$ cat src/rtl/sort_pkg.sv
// Shared types and helpers for the in-place selection-sort controller.
package sort_pkg;

   localparam int unsigned SORT_K_DEFAULT = 8;

   typedef enum logic [3:0] {
      S_IDLE     = 4'd0,
      S_INIT_I   = 4'd1,
      S_LOAD_A   = 4'd2,
      S_INIT_J   = 4'd3,
      S_LOAD_B   = 4'd4,
      S_CMP      = 4'd5,
      S_WR_I     = 4'd6,
      S_WR_J     = 4'd7,
      S_RELOAD_A = 4'd8,
      S_NEXT_J   = 4'd9,
      S_NEXT_I   = 4'd10,
      S_DONE     = 4'd11
   } sort_state_t;

   typedef struct packed {
      logic ea;
      logic eb;
      logic li;
      logic ei;
      logic lj;
      logic ej;
      logic csel;
      logic we;
      logic bout;
      logic busy;
      logic done;
   } sort_ctrl_t;

   function automatic int unsigned max_swaps(input int unsigned k);
      return (k * (k - 1)) / 2;
   endfunction

   // Control word for a state; zi/zj are stable for the whole NEXT_I/NEXT_J cycle.
   function automatic sort_ctrl_t decode(input sort_state_t s, input logic zi, input logic zj);
      sort_ctrl_t c;
      c = '0;
      unique case (s)
         S_INIT_I:   c.li = 1'b1;
         S_LOAD_A:   c.ea = 1'b1;
         S_INIT_J:   c.lj = 1'b1;
         S_LOAD_B:   begin c.csel = 1'b1; c.eb = 1'b1; end
         S_WR_I:     begin c.bout = 1'b1; c.we = 1'b1; end
         S_WR_J:     begin c.csel = 1'b1; c.we = 1'b1; end
         S_RELOAD_A: c.ea = 1'b1;
         S_NEXT_J:   c.ej = ~zj;
         S_NEXT_I:   c.ei = ~zi;
         S_DONE:     c.done = 1'b1;
         default:    c = '0;
      endcase
      c.busy = (s != S_IDLE) && (s != S_DONE);
      return c;
   endfunction

endpackage

$ cat src/rtl/sort_controller.sv
// Moore sequencer for a swap-on-compare selection sort over a K-entry memory.
// Optional swap counter enabled by SORT_CTRL_SWAP_CNT_EN.
module sort_controller
   import sort_pkg::*;
#(
   parameter int unsigned K      = SORT_K_DEFAULT,
   parameter int unsigned SWAP_W = $clog2(max_swaps(K) + 1)
) (
   input  logic              clk,
   input  logic              rst,
   input  logic              start,
   input  logic              AgtB,
   input  logic              zi,
   input  logic              zj,
   output logic              EA,
   output logic              EB,
   output logic              Li,
   output logic              Ei,
   output logic              Lj,
   output logic              Ej,
   output logic              Csel,
   output logic              WE,
   output logic              Bout,
   output logic              busy,
   output logic              done
`ifdef SORT_CTRL_SWAP_CNT_EN
   ,
   output logic [SWAP_W-1:0] swap_cnt
`endif
);

   if (K < 2 || SWAP_W < $clog2(max_swaps(K) + 1)) begin : g_bad_cfg
      $error("sort_controller: K must be >= 2 and SWAP_W wide enough for K*(K-1)/2");
   end

   sort_state_t state_q, state_d;
   sort_ctrl_t  ctrl_q, ctrl_d;

   // Next state, and the control word of that next state so outputs come straight from flops.
   always_comb begin
      state_d = state_q;
      ctrl_d  = '0;
      unique case (state_q)
         S_IDLE:     if (start) state_d = S_INIT_I;
         S_INIT_I:   state_d = S_LOAD_A;
         S_LOAD_A:   state_d = S_INIT_J;
         S_INIT_J:   state_d = S_LOAD_B;
         S_LOAD_B:   state_d = S_CMP;
         S_CMP:      state_d = AgtB ? S_WR_I : S_NEXT_J;
         S_WR_I:     state_d = S_WR_J;
         S_WR_J:     state_d = S_RELOAD_A;
         S_RELOAD_A: state_d = S_NEXT_J;
         S_NEXT_J:   state_d = zj ? S_NEXT_I : S_LOAD_B;
         S_NEXT_I:   state_d = zi ? S_DONE : S_LOAD_A;
         S_DONE:     if (!start) state_d = S_IDLE;
         default:    state_d = S_IDLE;
      endcase
      ctrl_d = decode(state_d, zi, zj);
   end

   always_ff @(posedge clk or negedge rst) begin
      if (!rst) begin
         state_q <= S_IDLE;
         ctrl_q  <= '0;
      end else begin
         state_q <= state_d;
         ctrl_q  <= ctrl_d;
      end
   end

   assign EA   = ctrl_q.ea;
   assign EB   = ctrl_q.eb;
   assign Li   = ctrl_q.li;
   assign Ei   = ctrl_q.ei;
   assign Lj   = ctrl_q.lj;
   assign Ej   = ctrl_q.ej;
   assign Csel = ctrl_q.csel;
   assign WE   = ctrl_q.we;
   assign Bout = ctrl_q.bout;
   assign busy = ctrl_q.busy;
   assign done = ctrl_q.done;

`ifdef SORT_CTRL_SWAP_CNT_EN
   logic [SWAP_W-1:0] swap_cnt_q;

   // One swap per WR_I cycle; value survives DONE/IDLE until the next sort begins.
   always_ff @(posedge clk or negedge rst) begin
      if (!rst) begin
         swap_cnt_q <= '0;
      end else if (state_q == S_INIT_I) begin
         swap_cnt_q <= '0;
      end else if (state_q == S_WR_I) begin
         swap_cnt_q <= swap_cnt_q + SWAP_W'(1);
      end
   end

   assign swap_cnt = swap_cnt_q;
`endif

endmodule

$ cat config.mk
export PLATFORM = sky130hd
export DESIGN_NAME = sort_controller
export DESIGN_NICKNAME = d
export VERILOG_FILES = /design/src/rtl/sort_pkg.sv /design/src/rtl/sort_controller.sv
export SDC_FILE = /design/constraint.sdc
export NUM_CORES = 1
export LEC_CHECK = 0
export CAP_MARGIN = 20
export CORE_AREA = 2 2 49 51
export CTS_BUF_LIST = sky130_fd_sc_hd__clkbuf_8
export DETAILED_ROUTE_END_ITERATION = 8
export DIE_AREA = 0 0 51 53
export HOLD_SLACK_MARGIN = 0.05
export PLACE_DENSITY = 0.61
export SKIP_LAST_GASP = 1
export SYNTH_ARGS = -nofsm -noshare
export SYNTH_HDL_FRONTEND = slang
export SYNTH_SLANG_ARGS = --single-unit
$ cat constraint.sdc
create_clock -name clk -period 1.9 [get_ports clk]
set_clock_uncertainty 0.2 [all_clocks]
set_input_delay 0.38 -clock clk [delete_from_list [all_inputs] [get_ports clk]]
set_output_delay 0.38 -clock clk [all_outputs]
set_load 0.01 [all_outputs]
==> results of run 1 <==
-- through the flow --
stage	setup slack, ps	area (sq um)
final	39.5	1090
after global routing	3.81	1090
after CTS	9.28	1080
after detailed placement	-270	1030
after global placement	-254	1030
after floorplan	76.5	732
-- how the worst max path moves through the flow --
stage / from / end / slack [ps] / cells after the start
after global routing: zj / busy / 4 / 5
after floorplan: state_q[3] / busy / 80 / 6
final: zj / busy / 40 / 5
after CTS: AgtB / Ei / 9 / 6
after detailed placement: start / busy / -270 / 5
after global placement: start / busy / -250 / 5
-- sequential cells by signal, indices dropped and copies added, names as in the netlist --
signal / flops
state_q: 4
Bout: 1
Csel: 1
EA: 1
EB: 1
Ei: 1
Ej: 1
Li: 1
Lj: 1
WE: 1
busy: 1
done: 1
-- metal layers --
| metal | share of wire, % | vias up | wire [um] |
|---|---|---|---|
| met5 | 0 | - | 0 |
| met4 | 2.2 | 0 | 41 |
| met3 | 3.1 | 4 | 57 |
| met2 | 50 | 21 | 923 |
| met1 | 44 | 290 | 808 |
| li1 | - | 322 | - |
-- logic make-up (layout without fill, tap and decap cells) --
| kind of cell | count (synthesis) | in the layout | synth area share (%) |
|---|---|---|---|
| simple gates | 29 | 29 | 24.3 |
| compound gates | 18 | 18 | 17.8 |
| flops | 15 | 15 | 51.3 |
| buf+inv | 8 | 40 | 5.30 |
| mux | 1 | 1 | 1.37 |
-- layout make-up --
type | instances | area share, %
timing repair buffer | 33 | 26.6
clock buffer | 3 | 3.80
inverter | 3 | 1.04
multi-input combinational | 48 | 30.2
clock inverter | 1 | 0.461
tap | 28 | 3.23
sequential | 15 | 34.7
-- layout by cell type (no fill, tap or decap), types with 2 or more instances in the layout --
cell and n:
buf_4 17, dfrtp_1 14, clkdlybuf4s50_1 14, nand2b_1 6
nor2_1 5, nor3_1 4, inv_1 3, a21oi_1 3
clkbuf_8 3, nor3b_1 2, o31ai_1 2, nand2_1 2
nor2b_1 2, or2_1 2
-- power by group through the flow --
stage	combinational [W]	clock, W	sequential, W
2_1_floorplan	0.000565	0	0.000503
3_3_place_gp	0.000939	0	0.000548
3_5_place_dp	0.000942	0	0.000544
4_1_cts	0.000952	0.000268	0.000535
5_1_grt	0.00106	0.000287	0.000557
6_report	0.000964	0.000258	0.000540
-- timing repair --
action,CTS,global route
resized for setup,2,4
hold buffers,0,0
buffers inserted,0,0
setup endpoints to repair,3,2
-- worst max-delay path: stages --
cell and delay (ps):
clkdlybuf4s50_1 410, nand2b_1 180, a32o_1 280, or2_1 220
o32a_1 320
==> reports/metrics.csv, run 1 <==
metric,value,unit
met1_usage,19.6,%
syn-instance-count,71,
use_met2,25.1,%
synth.most_common_cell,dfrtp_1,
seqPwrFrac,30.6,%
critical_path_class,in2reg,
ios,17,
syn_area,732,sq um
synthArstFlopShare,100,%
required,1830,ps
p_switching,0.000656,W
placed_cells,127,
wl_per_cell,14.0,um
power.share.combinational,54.7,%
final_nets,110,
max_slew_margin,78.3,%
rrSetupSlack,70,ps
root_buffer,clkbuf_8,
crit_arrival,1790,ps
dieArea,0.00270,sq mm
die_h,53,um
port_buffers,16,
fmax,537,MHz
grt_use_met3,2.82,%
layout-drive-gt1-share,25.2,%
ys_seq_area_share,51.3,%
hold_class,in2reg,
leakagePower,0.489,nW
viasPerCell,4.86,
synthTopCellsByArea,"dfrtp_1 (51%), nand2b_1 (5.1%), a21oi_1 (2.7%)",
hold_ws,231,ps
grt_overflow,0,
core_area,0.00215,sq mm
drt_iter0_markers,18,
grt_pass1_wl,3080,um
fillerInstances,198,
grt_pass1_vias,658,
syn2layout_area_growth,48.4,%
finalHoldViolations,0,
reg2reg_depth,4,
worst_slew_pin_slew,326,ps
layout_min_cycle_time,1860,ps
finalPower,0.00176,W
p_sw_share,37.2,%
path_max_fanout,2,
grt_max_degree,16,
period_share,97.9,%
wl,1830,um
cts.sinks,15,
dpl.hpwl,1350,um
multi_input_area,328,sq um
dr.pass1.iters,4,
worstSetupStartpointType,primary input,
yosysWarnings,0,
synthFlopType,dfrtp_1,
yosysTopAreaCellShare,51.3,%
cap_violations,0,
num_antenna_cells,0,
min_to,Bout,
synth_top_area_cell,dfrtp_1,
ys_ff_latch,15,
synth.top_cells.by_count,"dfrtp_1 (15), nand2b_1 (6), nor2_1 (5)",
syn_area_per_cell,10.3,sq um
insertion_delay,250,ps
start_util,34.1,%
hp-start,AgtB,
whs_path_depth,3,
finalSetupTns,0,ps
drc,0,
r2r-end,Csel,
utilization,50.6,%
seq_area,377,sq um
vias,637,
numCtsBuffers,3,
internal_power,0.00111,W
peakVddDrop,0.615,mV
rows,17,
clkSlewWorstSetupHoldPaths,70,ps
grt_antenna_before_repair,0,
power.density,1620,mW/mm^2
pwr-share-clk,14.7,%
setup_viol,0,
ant_nets,0,
slew_viol_final,0,
status,completed,
r2r_start,state_q[2],
synth_fp_nets,77,
busiest_layer,met2,
rsz0062_at_grt,no,
instances_no_fill,131,
clk_path_buf_depth,2,
floorplan.die.width,51,um
grtUsageTotal,15.9,%
crit_path_end_kind,flop,
synth_edf_count,0,
place_congestion,0.781,
htreeDepth,1,
cts_tree,yes,
ys_types,33,
Note: power is estimated with default switching activity, not from simulation.
==> inputs of run 2 (changes only) <==
--- a/config.mk
+++ b/config.mk
@@ -6,12 +6,12 @@
 export NUM_CORES = 1
 export LEC_CHECK = 0
 export CAP_MARGIN = 20
-export CORE_AREA = 2 2 49 51
-export CTS_BUF_LIST = sky130_fd_sc_hd__clkbuf_8
+export CORE_AREA = 2 2 45 47
+export CTS_BUF_LIST = sky130_fd_sc_hd__clkbuf_16
 export DETAILED_ROUTE_END_ITERATION = 8
-export DIE_AREA = 0 0 51 53
+export DIE_AREA = 0 0 47 49
 export HOLD_SLACK_MARGIN = 0.05
-export PLACE_DENSITY = 0.61
+export PLACE_DENSITY = 0.71
 export SKIP_LAST_GASP = 1
 export SYNTH_ARGS = -nofsm -noshare
 export SYNTH_HDL_FRONTEND = slang
==> run 2 against run 1 <==
Compared with the run above:
- register-to-register slack improved by 20 ps
- largest power group unchanged
- final cell count grew 0.76%
- critical path type unchanged
- sequential share of layout area down 2.2 points
- via count up 11%
==> reports/metrics.csv, run 2 (synthesized netlist as in run 1, its figures left out) <==
metric,value,unit
status,completed,
insertion_delay,240,ps
largest_reg_flops,4,
crit_path_end_kind,flop,
finalHoldViolations,0,
root_buffer,clkbuf_16,
power.share.combinational,52.8,%
grt_pass1_vias,712,
port_buffers,16,
clk_path_buf_depth,2,
placed_cells,128,
grt_antenna_before_repair,0,
path_max_fanout,2,
peakVddDrop,0.813,mV
finalSetupTns,0,ps
final_nets,112,
drc,0,
dr.pass1.iters,4,
grt_pass1_wl,3280,um
rows,16,
critical_path_class,in2reg,
slew_viol_final,0,
slowest_stage,clkdlybuf4s50_1,
dieArea,0.00230,sq mm
cap_violations,0,
finalPower,0.00204,W
period_share,97.0,%
postCtsSetupBuffers,0,
cts.sinks,15,
layout-drive-gt1-share,29.5,%
syn2layout_area_growth,58.3,%
p_sw_share,35.8,%
utilization,62.9,%
num_antenna_cells,0,
core_area,0.00184,sq mm
stdcell_area,0.00116,sq mm
ant_nets,0,
die_h,49,um
power.density,1760,mW/mm^2
setup_viol,0,
rsz0062_at_grt,no,
fmax,542,MHz
leakagePower,0.527,nW
wl,1990,um
max_slew_margin,77.1,%
hold_class,in2async,
grt_overflow,0,
p_switching,0.000729,W
grt_max_degree,16,
clkSlewWorstSetupHoldPaths,50,ps
instances_no_fill,132,
crit_chain,clkdlybuf4s50_1 -> nand2b_1 -> a32o_1 -> or2_1 -> o32a_1,
pwr-share-clk,19.9,%
path_buf_inv,1,
seqPwrFrac,27.3,%
dpl.hpwl,1380,um
cts_tree,yes,
numCtsBuffers,3,
drt_iter0_markers,18,
htreeDepth,1,
vias,704,
layout_commonest_cell,buf_4,
mostFrequentLayoutCells,"buf_4 (19), clkdlybuf4s50_1 (15), dfrtp_1 (14)",
worstSetupStartpointType,primary input,
required,1830,ps
worst_slew_pin_slew,344,ps
crit_arrival,1770,ps
floorplan.die.width,47,um
wl_per_cell,15.0,um
ctsHoldBuffers,0,
internal_power,0.00131,W
ios,17,
placed_area,0.00104,sq mm
regMostFlops,state_q,
layout_min_cycle_time,1840,ps
viasPerCell,5.33,
start_util,39.7,%
grtUsageTotal,19.9,%
crit_family,compound AO/OA/AOI/OAI gates,
place_congestion,0.885,
critPathMaxStageDelay,420,ps
post_cts_resized,2,
## run 2: cell types whose count changed in the layout (fill, tap and decap cells not counted), sizes merged
| cell | delta |
|---|---|
| dlygate4sd2 | -1 |
| buf | +2 |
| clkdlybuf4s50 | +1 |
## run 2: metal layers
layer | vias to the layer above | share of wire, % | GRT usage [%]
met1 | 338 | 41 | 24.5
met3 | 7 | 5.8 | 3.33
met2 | 35 | 51 | 31.7
met5 | - | 0 | 0
met4 | 0 | 2.5 | 11.1
li1 | 324 | - | -
## run 2: path summary, 6_finish.rpt
kind	depth (start not counted)	slack, ps	start	end
max in group asynchronous	2	1050	rst	state_q[0]
worst max-delay path	5	60	zj	busy
worst min-delay path	2	260	rst	done
worst max register to register	4	90	state_q[3]	busy
worst min register to register	2	460	state_q[0]	state_q[3]
min in group clk	3	410	start	Li
## run 2: layout make-up
type,count,area [sq um]
fill,157,683
sequential,15,377
multi-input combinational,48,352
timing repair buffer,35,305
clock buffer,3,75.1
tap,27,33.8
inverter,3,11.3
clock inverter,1,5.00
## run 2: stage by stage
stage	hold WS (ps)	setup WS, ps
2_1_floorplan	-116	76.5
3_3_place_gp	489	-210
3_5_place_dp	499	-249
4_1_cts	265	11.1
5_1_grt	270	0.340
6_report	256	56.7
## run 2: worst register-to-register path, cell delays in order (launching register included)
cell	delay, ps
dfrtp_1	490
a21bo_1	240
a32o_1	220
or2_1	220
o32a_1	330
## run 2: power groups by stage
stage          clock network [W]  logic [W]  registers (W)
2_1_floorplan                  0   0.000565       0.000503
6_report                0.000405    0.00107       0.000555
3_3_place_gp                   0   0.000979       0.000544
5_1_grt                 0.000440    0.00116       0.000570
4_1_cts                 0.000412    0.00102       0.000547
3_5_place_dp                   0   0.000991       0.000551
